==> src/rtl/pio_ext_pkg.sv <==
// Shared constants for the PIO extension: register map, edge-mode encoding and
// blink counter width.
package pio_ext_pkg;

    localparam logic [2:0] ADDR_DATA         = 3'd0;
    localparam logic [2:0] ADDR_DIR          = 3'd1;
    localparam logic [2:0] ADDR_IRQ_MASK     = 3'd2;
    localparam logic [2:0] ADDR_EDGE_CAP     = 3'd3;
    localparam logic [2:0] ADDR_OUTSET       = 3'd4;
    localparam logic [2:0] ADDR_OUTCLR       = 3'd5;
    localparam logic [2:0] ADDR_BLINK_EN     = 3'd6;
    localparam logic [2:0] ADDR_BLINK_PERIOD = 3'd7;

    localparam int unsigned EDGE_RISE = 0;
    localparam int unsigned EDGE_FALL = 1;
    localparam int unsigned EDGE_ANY  = 2;

    localparam int unsigned BLINK_W = 24;

endpackage

==> src/rtl/pio_ext_sync.sv <==
// Multi-flop synchroniser for the asynchronous pins plus an edge detector on
// the synchronised value.
module pio_ext_sync
    import pio_ext_pkg::*;
#(
    parameter int unsigned WIDTH       = 4,
    parameter int unsigned SYNC_STAGES = 2,
    parameter int unsigned EDGE_MODE   = EDGE_RISE
) (
    input  logic             clk,
    input  logic             reset,
    input  logic [WIDTH-1:0] pio_in,
    output logic [WIDTH-1:0] in_sync,
    output logic [WIDTH-1:0] in_edge
);

    logic [WIDTH-1:0] stage_q [SYNC_STAGES];
    logic [WIDTH-1:0] prev_q;

    // prev_q resets to 0 so a pin already high at release shows as one rising edge
    always_ff @(posedge clk or posedge reset) begin
        if (reset) begin
            for (int i = 0; i < int'(SYNC_STAGES); i++) begin
                stage_q[i] <= '0;
            end
            prev_q <= '0;
        end else begin
            stage_q[0] <= pio_in;
            for (int i = 1; i < int'(SYNC_STAGES); i++) begin
                stage_q[i] <= stage_q[i-1];
            end
            prev_q <= stage_q[SYNC_STAGES-1];
        end
    end

    assign in_sync = stage_q[SYNC_STAGES-1];

    always_comb begin
        if (EDGE_MODE == EDGE_FALL) begin
            in_edge = ~in_sync & prev_q;
        end else if (EDGE_MODE == EDGE_ANY) begin
            in_edge = in_sync ^ prev_q;
        end else begin
            in_edge = in_sync & ~prev_q;
        end
    end

endmodule

==> src/rtl/pio_ext.sv <==
// Avalon-MM PIO with direction control, edge capture interrupts, atomic
// set/clear and a shared blink generator.
module pio_ext
    import pio_ext_pkg::*;
#(
    parameter int unsigned WIDTH       = 4,
    parameter int unsigned SYNC_STAGES = 2,
    parameter logic [31:0] RESET_OUT   = 32'h0,
    parameter int unsigned EDGE_MODE   = EDGE_RISE
) (
    input  logic             clk,
    input  logic             reset,
    input  logic [2:0]       address,
    input  logic             read,
    input  logic             write,
    input  logic [31:0]      writedata,
    output logic [31:0]      readdata,
    output logic             irq,
    input  logic [WIDTH-1:0] pio_in,
    output logic [WIDTH-1:0] pio_out,
    output logic [WIDTH-1:0] pio_oe
);

    localparam logic [BLINK_W-1:0] CNT_ONE = 1;

    logic [WIDTH-1:0]   out_q, out_d, dir_q, dir_d, mask_q, mask_d, cap_q, cap_d;
    logic [WIDTH-1:0]   blink_en_q, blink_en_d, cap_clr, pio_out_q, pio_out_d;
    logic [WIDTH-1:0]   in_sync, in_edge, wr_data;
    logic [BLINK_W-1:0] period_q, period_d, cnt_q, cnt_d;
    logic               phase_q, phase_d, period_wr, irq_q;
    logic [31:0]        readdata_q, rd_mux;

    pio_ext_sync #(
        .WIDTH       (WIDTH),
        .SYNC_STAGES (SYNC_STAGES),
        .EDGE_MODE   (EDGE_MODE)
    ) u_sync (
        .clk     (clk),
        .reset   (reset),
        .pio_in  (pio_in),
        .in_sync (in_sync),
        .in_edge (in_edge)
    );

    assign wr_data = writedata[WIDTH-1:0];

    always_comb begin
        out_d      = out_q;
        dir_d      = dir_q;
        mask_d     = mask_q;
        blink_en_d = blink_en_q;
        period_d   = period_q;
        cap_clr    = '0;
        period_wr  = 1'b0;
        if (write) begin
            case (address)
                ADDR_DATA:         out_d      = wr_data;
                ADDR_DIR:          dir_d      = wr_data;
                ADDR_IRQ_MASK:     mask_d     = wr_data;
                ADDR_EDGE_CAP:     cap_clr    = wr_data;
                ADDR_OUTSET:       out_d      = out_q | wr_data;
                ADDR_OUTCLR:       out_d      = out_q & ~wr_data;
                ADDR_BLINK_EN:     blink_en_d = wr_data;
                ADDR_BLINK_PERIOD: begin
                    period_d  = writedata[BLINK_W-1:0];
                    period_wr = 1'b1;
                end
                default: ;
            endcase
        end
        // A new edge wins over a simultaneous W1C on the same bit
        cap_d = (cap_q & ~cap_clr) | in_edge;
    end

    always_comb begin
        cnt_d   = cnt_q;
        phase_d = phase_q;
        if (period_wr) begin
            cnt_d   = period_d;
            phase_d = 1'b0;
        end else if (period_q == '0) begin
            cnt_d   = '0;
            phase_d = 1'b0;
        end else if (cnt_q == '0) begin
            cnt_d   = period_q;
            phase_d = ~phase_q;
        end else begin
            cnt_d = cnt_q - CNT_ONE;
        end
        pio_out_d = out_d ^ (blink_en_d & {WIDTH{phase_d}});
    end

    // Read mux sees only current register state, so a same-cycle write is not visible
    always_comb begin
        rd_mux = '0;
        case (address)
            ADDR_DATA:         rd_mux = 32'((dir_q & out_q) | (~dir_q & in_sync));
            ADDR_DIR:          rd_mux = 32'(dir_q);
            ADDR_IRQ_MASK:     rd_mux = 32'(mask_q);
            ADDR_EDGE_CAP:     rd_mux = 32'(cap_q);
            ADDR_BLINK_EN:     rd_mux = 32'(blink_en_q);
            ADDR_BLINK_PERIOD: rd_mux = 32'(period_q);
            default:           rd_mux = '0;
        endcase
    end

    always_ff @(posedge clk or posedge reset) begin
        if (reset) begin
            out_q      <= RESET_OUT[WIDTH-1:0];
            pio_out_q  <= RESET_OUT[WIDTH-1:0];
            dir_q      <= '0;
            mask_q     <= '0;
            cap_q      <= '0;
            blink_en_q <= '0;
            period_q   <= '0;
            cnt_q      <= '0;
            phase_q    <= 1'b0;
            irq_q      <= 1'b0;
            readdata_q <= '0;
        end else begin
            out_q      <= out_d;
            pio_out_q  <= pio_out_d;
            dir_q      <= dir_d;
            mask_q     <= mask_d;
            cap_q      <= cap_d;
            blink_en_q <= blink_en_d;
            period_q   <= period_d;
            cnt_q      <= cnt_d;
            phase_q    <= phase_d;
            irq_q      <= |(cap_q & mask_q);
            if (read) begin
                readdata_q <= rd_mux;
            end
        end
    end

    assign readdata = readdata_q;
    assign irq      = irq_q;
    assign pio_out  = pio_out_q;
    assign pio_oe   = dir_q;

endmodule

==> config.mk <==
export PLATFORM = sky130hd
export DESIGN_NAME = pio_ext
export DESIGN_NICKNAME = d
export VERILOG_FILES = /design/src/rtl/pio_ext_pkg.sv /design/src/rtl/pio_ext_sync.sv /design/src/rtl/pio_ext.sv
export SDC_FILE = /design/constraint.sdc
export NUM_CORES = 1
export LEC_CHECK = 0
export BUFFER_PORTS_ARGS = -buffer_cell sky130_fd_sc_hd__buf_2
export CORE_ASPECT_RATIO = 2
export CORE_MARGIN = 2
export CORE_UTILIZATION = 63
export CTS_BUF_LIST = sky130_fd_sc_hd__clkbuf_8
export CTS_CLUSTER_DIAMETER = 40
export DETAILED_ROUTE_END_ITERATION = 10
export PLACE_DENSITY_LB_ADDON = 0.12
export SYNTH_ARGS = -nofsm -noshare
export SYNTH_HDL_FRONTEND = slang
export SYNTH_SLANG_ARGS = --single-unit
==> constraint.sdc <==
create_clock -name clk -period 5.25 [get_ports clk]
set_input_delay 0.2625 -clock clk [delete_from_list [all_inputs] [get_ports clk]]
set_output_delay 0.2625 -clock clk [all_outputs]
set_load 0.05 [all_outputs]
; Word-level counts from Yosys, hierarchy flattened
; Index checks and enable logic that the tools add are counted.
; W data, S select, Z words.
[word_totals]
register_bits = 118
wordCells = 61
[classes]
n_addsub = 1
n_eq_ne = 7
n_mux = 17
bitwise_logic = 16
n_reduce_logical = 6
[op_table]
columns = operator, n
row1 = $pmux W32 S6, 1
row2 = $mux W24, 5
row3 = $logic_not A24 Y1, 2
row4 = $and A32 B4 Y32, 1
row5 = $not A4 Y32, 1
row6 = $or A4 B32 Y32, 1
row7 = $and A4 B4 Y4, 6
row8 = $sub A24 B1 Y24 const B, 1
row9 = $mux W4, 5
row10 = $eq A3 B3 Y1 const B, 4
row11 = $not A4 Y4, 3
row12 = $pmux W4 S3, 1
row13 = $or A4 B4 Y4, 2
row14 = $eq A3 B2 Y1 const B, 2
row15 = $mux W1, 5
row16 = $reduce_and A2 Y1, 2
row17 = $reduce_or A4 Y1, 1
row18 = $xor A4 B4 Y4, 1
row19 = $eq A3 B1 Y1 const B, 1
row20 = $logic_not A3 Y1, 1
row21 = $not A1 Y1, 1

; Logic depth before layout (Yosys ltp)
; Gate-level depths: netlist of run 1.
[depth]
word_depth = 6
ltp_mapped = 9

; Modules after synthesis
; A second synthesis of run 1 with hierarchy kept.
[unflattened]
hier_cells = 544
hier_area_um2 = 5226.3
[modules_own_cells]
columns = mod, instances, cells_each, area_per_inst_um2
row1 = pio_ext, 1, 523, 4837.1
row2 = pio_ext_sync, 1, 21, 389.1

; Worst setup path before layout of run 1
; OpenSTA, ideal clock, no wires.
[synth_timing]
kind = reg2reg
from = reg cnt_q[0]
to = reg cnt_q[22]
setup_ps = 96
arrival_ps = 2411
required_time_ps = 5154
path_slack_ps = 2744
stages_incl_launch_ff = 9
n_path_buf = 2
cell_sequence = dfrtp_1 > inv_1 > ha_1 > or4b_2 > buf_2 > or3_1 > buf_2 > o311a_2 > o31ai_1
[synth_between]
elab_chain_len = 4
[synth_lines]
columns = item, line
row1 = "start, declared", pio_ext.sv:29  ; logic [BLINK_W-1:0] period_q, period_d, cnt_q, cnt_d;
row2 = "start signal, assigned", pio_ext.sv:128  ; cnt_q <= cnt_d;
row3 = $sub A24 B1 Y24 / $logic_not A24 Y1 (equally long branches), "pio_ext.sv:88, pio_ext.sv:84"
row4 = $mux W24 (*), pio_ext.sv:84  ; end else if (cnt_q == '0) begin
row5 = $mux W24 (*), pio_ext.sv:81  ; end else if (period_q == '0) begin
row6 = $mux W24 (*), pio_ext.sv:78  ; if (period_wr) begin
row7 = via cnt_d[22], pio_ext.sv:29
; Mark *: on every way through the listed nets, which the timed path passes. The rest lies on a longest branch.
; A chain may end at the register's enable or synchronous reset.

; Worst setup path in the final report of run 1
[layout_timing]
from = reg cnt_q[10]
to = reg cnt_q[9]
[layout_between]
elab_chain_len = 4
[layout_lines]
columns = item, line
row1 = $logic_not A24 Y1, pio_ext.sv:84
row2 = $mux W24, pio_ext.sv:84
row3 = $mux W24, pio_ext.sv:81
row4 = $mux W24, pio_ext.sv:78
row5 = via cnt_d[9], pio_ext.sv:29
; The timed path passes the listed nets, and every way through them passes these cells.

==> results of run 1 <==
==> layout make-up <==
cell class,instances,area (um^2)
Sequential cell,110,2753
Tap cell,96,120.1
Timing Repair Buffer,76,415.4
Fill cell,612,2195
Clock buffer,9,123.9
Inverter,30,115.1
Multi-Input combinational cell,377,2157
Clock inverter,7,63.81
==> through the flow <==
stage	setup slack [ns]	hold WS (ns)	cells	instance area (um^2)	util, %
CTS	2.181	0.06208	705	5748	72.37
global route	1.944	0.09039	705	5748	72.37
detailed placement	2.220	0.3356	684	5510	69.38
global placement	2.255	0.3332	684	5510	69.38
floorplan	2.085	0.2939	552	5185	-
finish	2.183	0.07324	705	5748	72.37
==> power by group through the flow <==
stage          clock network [mW]  logic [mW]  registers (mW)
2_1_floorplan                   0       0.364            1.19
3_3_place_gp                    0       0.523            1.16
3_5_place_dp                    0       0.545            1.17
4_1_cts                     0.511       0.552            1.15
5_1_grt                     0.539       0.613            1.18
6_report                    0.502       0.551            1.16
==> cell families (layout without fill, tap and decap cells) <==
| group | after synthesis | after routing | synth area share, % |
|---|---|---|---|
| other cells | 1 | 8 | 0.07269 |
| compound gates | 113 | 113 | 13.92 |
| flops | 110 | 110 | 53.36 |
| buf+inv | 65 | 122 | 5.384 |
| simple gates | 219 | 219 | 19.72 |
| xor+xnor | 12 | 12 | 2.037 |
| mux | 23 | 23 | 5.021 |
| fa+ha+maj | 2 | 2 | 0.4850 |
==> timing repair <==
action | 4_1_cts | 5_1_grt
gates resized for setup | 0 | 0
buffers inserted | 0 | 0
hold endpoints to repair | 49 | 0
hold buffers | 5 | 0
==> per-layer routing <==
layer	track usage [%]	up-vias
li1	-	1992
met3	5.551	55
met2	53.29	139
met4	21.89	0
met1	33.41	2086
met5	0	-
==> synth_stat cells, types with 7 or more instances <==
cell type | number | area share [%]
nand3_1 | 10 | 0.97
clkbuf_1 | 22 | 1.6
o21ai_0 | 43 | 4.2
nor2_1 | 31 | 2.3
dfrtp_1 | 110 | 53
nor3_1 | 20 | 1.9
buf_4 | 8 | 1.2
nand2_1 | 112 | 8.1
inv_1 | 30 | 2.2
a21oi_1 | 17 | 1.6
o211ai_1 | 8 | 1.2
o21a_1 | 7 | 1.0
xor2_1 | 7 | 1.2
mux2_2 | 13 | 2.8
nor4_1 | 12 | 1.5
mux2i_1 | 9 | 1.7
o31ai_1 | 13 | 1.9
==> critical path: cells and delay by family (launching register included) <==
kind	cells	cell delay, ns
simple gates	4	2.28
flops	1	0.47
compound gates	1	0.23
==> path summary, 6_finish.rpt <==
path | startpoint | to | slack [ns] | depth (start not counted)
max | cnt_q[10] | cnt_q[9] | 2.18 | 5
min | writedata[7] | period_q[7] | 0.07 | 3
max reg2reg | cnt_q[10] | cnt_q[9] | 2.18 | 5
min reg2reg | u_sync.stage_q[6] | u_sync.in_sync[2] | 0.36 | 0
max in group asynchronous | reset | period_q[2] | 3.54 | 4
min in group asynchronous | reset | u_sync.in_sync[0] | 0.47 | 3
==> out/summary.txt, run 1 <==
WP data required: 5.55 ns
max_slew headroom: 19.63%
Starting Density: 64.95%
# DRC: 0
setup TNS: 0 ns
Area growth syn-to-layout: 11.42%
Min Clock Period, post-route: 3.067 ns
root buf cell: clkbuf_8
Static Leak: 2.709 nW
H-tree depth: 3
Psw: 815.9 uW
measured slew at the worst slew-check pin: 1.204 ns
first-pass GRT wire length: 20980 um
WL met3: 556 um
DP HPWL: 9275 um
CTS tree: yes
max cap viols: 0
Via Count: 4272
syn avg cell area: 9.466 um^2
RSZ-0062 raised after global routing: no
Seq/Total Area, Yosys: 53.36%
Rows: 46
Max FO, Critical Path: 25
Sw Ratio: 36.87%
Syn. warnings: 0
Fmax achieved: 326.0 MHz
Max clock buf depth: 2
Final Max Slew Viols: 0
area of the core: 7943 um^2
slowest library cell on the worst path: nand3_1
FFs w/ async S/R, synth: 100.0%
clock skew: 0.01409 ns
register bit total from synthesis: 110
iteration-0 DRC count of the detailed router: 259
drt pass-1 iters: 7
Total Power: 2.213 mW
number of global-route vias before repair: 4344
share of total power in the clock network: 22.7%
status: complete, no violations
number of antenna-violating nets in the routed design: 0
pwr dens: 385.0 nW/um^2
met1 WL: 4421 um
combinational power share: 24.9%
most frequent cells in the layout: nand2_1, dfrtp_1, buf_2
Overall Global Routing Usage: 31.43%
Diodes inserted: 0
Pint: 1.397 mW
# IOs: 84
# nets final: 649
initial antenna violation count: 0
wire length on met2: 7015 um
crit path kind: flip-flop to flip-flop
pin count of the biggest net entering global routing: 66
peak supply drop: 263.8 uV
Vias/cell: 6.060
Setup Viol. Count Final: 0
DR WL/cell: 18.21 um
Reg power frac: 52.4%
number of flops mapped to enable cells by yosys: 0
Synth cell types: 52
commonest non-fill, non-tap cell in the layout: nand2_1
worst path arrival time: 3.37 ns
Top Metal Used: met4
Tcrit/Tclk final: 58.43%
CP Cell Sequence: nor4_1, and4b_1, nand3_1, and3_1, o31ai_1
Die ar.: 8972 um^2
chip height: 132.0 um
cts bufs inserted: 9
Hold Path Class: input port to flip-flop
CP Launch Type: flip-flop
Congestion Overflow GR: 0
# port buffers: 67
CTS sink count: 110
Clock Pin Slew Worst Setup and Hold Paths: 0.12 ns
post-synthesis instance area: 5159 um^2
Synth Instances: 545
Primary FF master, synth: dfrtp_1
Routed WL: 12840 um
clock insertion delay at the later pin of the skew report: 0.40 ns
slowest stage delay, CP: 0.79 ns
Die X: 67.99 um
share of post-route cells with drive strength above 1: 18.06%
Final Hold Viols: 0
Crit. End Element: flip-flop
Routability Congestion: 0.8915
Note: power is estimated with default switching activity, not from simulation.
==> inputs of run 2 (changes only) <==
Settings changed: CORE_UTILIZATION 63 to 53.
Clock period 5.25 ns to 2.7 ns, I/O delays scaled along.
==> run 2 against run 1 <==
- register-to-register slack worse by 2.1 ns
- die area grew 18%
- highest routed layer unchanged
- first-iteration DRC count decreased by 11%
- largest power group unchanged
- critical endpoint is now cnt_q[22]
- clock-buffer cell count unchanged
- wire length is 5.2% higher
- cell count increased by 9.6%
- maximum frequency rose by 17%
- sequential power increased by 95%
- clock skew is 0.0058 ns lower
- setup slack lost 2.1 ns
- clock power increased by 83%
- critical path type unchanged
- via count is 0.77% higher
==> out/summary.txt, run 2 (synthesis results as in run 1) <==
CP Launch Type: flip-flop (unchanged)
Min Clock Period, post-route: 2.620 ns (was 3.067 ns)
Die ar.: 10590 um^2 (was 8972 um^2)
placed cells: 733 (was 684)
# IOs: 84 (unchanged)
Diodes inserted: 0 (unchanged)
met1 WL: 4927 um (was 4421 um)
share of total power in the clock network: 21.3% (was 22.7%)
Pint: 2.751 mW (was 1.397 mW)
pre-CTS setup slack: 0.1474 ns (was 2.220 ns)
Routability Congestion: 0.9041 (was 0.8915)
Sw Ratio: 36.20% (was 36.87%)
Routed WL: 13510 um (was 12840 um)
pwr dens: 708.2 nW/um^2 (was 385.0 nW/um^2)
status: complete, no violations (unchanged)
Via Count: 4305 (was 4272)
Overall Global Routing Usage: 27.37% (was 31.43%)
root buf cell: clkbuf_8 (unchanged)
Tcrit/Tclk final: 97.05% (was 58.43%)
Die X: 73.76 um (was 67.99 um)
Static Leak: 2.848 nW (was 2.709 nW)
Max clock buf depth: 2 (unchanged)
Crit. End Element: flip-flop (unchanged)
Clock Pin Slew Worst Setup and Hold Paths: 0.10 ns (was 0.12 ns)
# port buffers: 67 (unchanged)
setup ws final: 0.07975 ns (was 2.183 ns)
Vias/cell: 5.569 (was 6.060)
iteration-0 DRC count of the detailed router: 230 (was 259)
WP data required: 2.99 ns (was 5.55 ns)
Reg power frac: 52.3% (was 52.4%)
CTS tree: yes (unchanged)
worst path arrival time: 2.91 ns (was 3.37 ns)
hold_buf cts: 25 (was 5)
CTS sink count: 110 (unchanged)
Finished Cell Area: 6088 um^2 (was 5748 um^2)
max_slew headroom: 55.56% (was 19.63%)
Top Metal Used: met4 (unchanged)
Hold Path Class: input port to flip-flop (unchanged)
max cap viols: 0 (unchanged)
number of antenna-violating nets in the routed design: 0 (unchanged)
Final Hold Viols: 0 (unchanged)
clock insertion delay at the later pin of the skew report: 0.38 ns (was 0.40 ns)
commonest non-fill, non-tap cell in the layout: nand2_1 (unchanged)
Starting Density: 53.54% (was 64.95%)
Area growth syn-to-layout: 18.02% (was 11.42%)
DP HPWL: 9735 um (was 9275 um)
drt pass-1 iters: 4 (was 7)
setup TNS: 0 ns (unchanged)
first-pass GRT wire length: 21580 um (was 20980 um)
chip height: 143.5 um (was 132.0 um)
initial antenna violation count: 0 (unchanged)
setup bufs post-CTS: 0 (unchanged)
share of post-route cells with drive strength above 1: 19.03% (was 18.06%)
Layout Cells excl Fill: 773 (was 705)
cts bufs inserted: 9 (unchanged)
number of global-route vias before repair: 4393 (was 4344)
most frequent cells in the layout: nand2_1, dfrtp_1, buf_2 (unchanged)
combinational power share: 26.3% (was 24.9%)
# nets final: 682 (was 649)
area of the core: 9635 um^2 (was 7943 um^2)
Rows: 51 (was 46)
WL met3: 384 um (was 556 um)
Max FO, Critical Path: 5 (was 25)
peak supply drop: 372.9 uV (was 263.8 uV)
crit path kind: flip-flop to flip-flop (unchanged)
Setup Viol. Count Final: 0 (unchanged)
FILL cells: 839 (was 612)
measured slew at the worst slew-check pin: 0.6652 ns (was 1.204 ns)
Congestion Overflow GR: 0 (unchanged)
pin count of the biggest net entering global routing: 111 (was 66)
H-tree depth: 3 (unchanged)
Final Max Slew Viols: 0 (unchanged)
Psw: 1.561 mW (was 815.9 uW)
Fmax achieved: 381.6 MHz (was 326.0 MHz)
DP Area: 5667 um^2 (was 5510 um^2)
clock skew: 0.008285 ns (was 0.01409 ns)
# DRC: 0 (unchanged)
wire length on met2: 7482 um (was 7015 um)
post_cts resized: 0 (unchanged)
RSZ-0062 raised after global routing: no (unchanged)
DR WL/cell: 17.47 um (was 18.21 um)
-- run 2: through the flow --
| step | total power, mW | utilization [%] | hold slack, ns |
|---|---|---|---|
| 4_1_cts | 4.327 | 63.19 | 0.05373 |
| 5_1_grt | 4.544 | 63.19 | 0.08306 |
| 3_3_place_gp | 3.347 | 58.81 | 0.2432 |
| 2_1_floorplan | 3.018 | - | 0.1664 |
| 6_report | 4.312 | 63.19 | 0.06471 |
| 3_5_place_dp | 3.387 | 58.81 | 0.2471 |
-- run 2: metal layers --
metal | vias to the layer above | track usage [%]
met3 | 40 | 3.506
met2 | 106 | 50.56
met5 | - | 0
met1 | 2109 | 28.32
met4 | 0 | 15.69
li1 | 2050 | -
-- run 2: final timing paths --
check	start	endpoint	slack, ns	cells past startpoint
max in group asynchronous	reset	period_q[16]	1.79	4
min in group asynchronous	reset	readdata[0]	0.45	4
setup / recovery	cnt_q[0]	cnt_q[22]	0.08	6
hold reg to reg	u_sync.stage_q[5]	u_sync.in_sync[1]	0.36	0
setup reg to reg	cnt_q[0]	cnt_q[22]	0.08	6
hold / removal	writedata[2]	period_q[2]	0.06	3
-- run 2: power by group through the flow --
stage / logic (mW) / registers (mW) / clock network, mW
3_5_place_dp: 1.11 / 2.28 / 0
4_1_cts: 1.14 / 2.25 / 0.934
3_3_place_gp: 1.08 / 2.27 / 0
5_1_grt: 1.25 / 2.29 / 0.995
2_1_floorplan: 0.708 / 2.31 / 0
6_report: 1.14 / 2.26 / 0.920
-- run 2: area by class of cell --
| class | instances | area, um^2 | area share [%] |
|---|---|---|---|
| inverters | 30 | 116.4 | 1.911 |
| clock inverters | 6 | 47.55 | 0.7809 |
| multi-input cells | 377 | 2157 | 35.43 |
| repair buffers | 109 | 725.7 | 11.92 |
| flip-flops and latches | 110 | 2753 | 45.21 |
| clock buffers | 9 | 123.9 | 2.035 |
| well taps | 132 | 165.2 | 2.713 |
-- run 2: critical path, stage by stage (launching register included) --
cell     delay [ns]
dfrtp_1        0.41
inv_1          0.11
ha_1           0.24
or4b_2         0.63
or3_1          0.47
o311a_2        0.43
o31ai_1        0.25
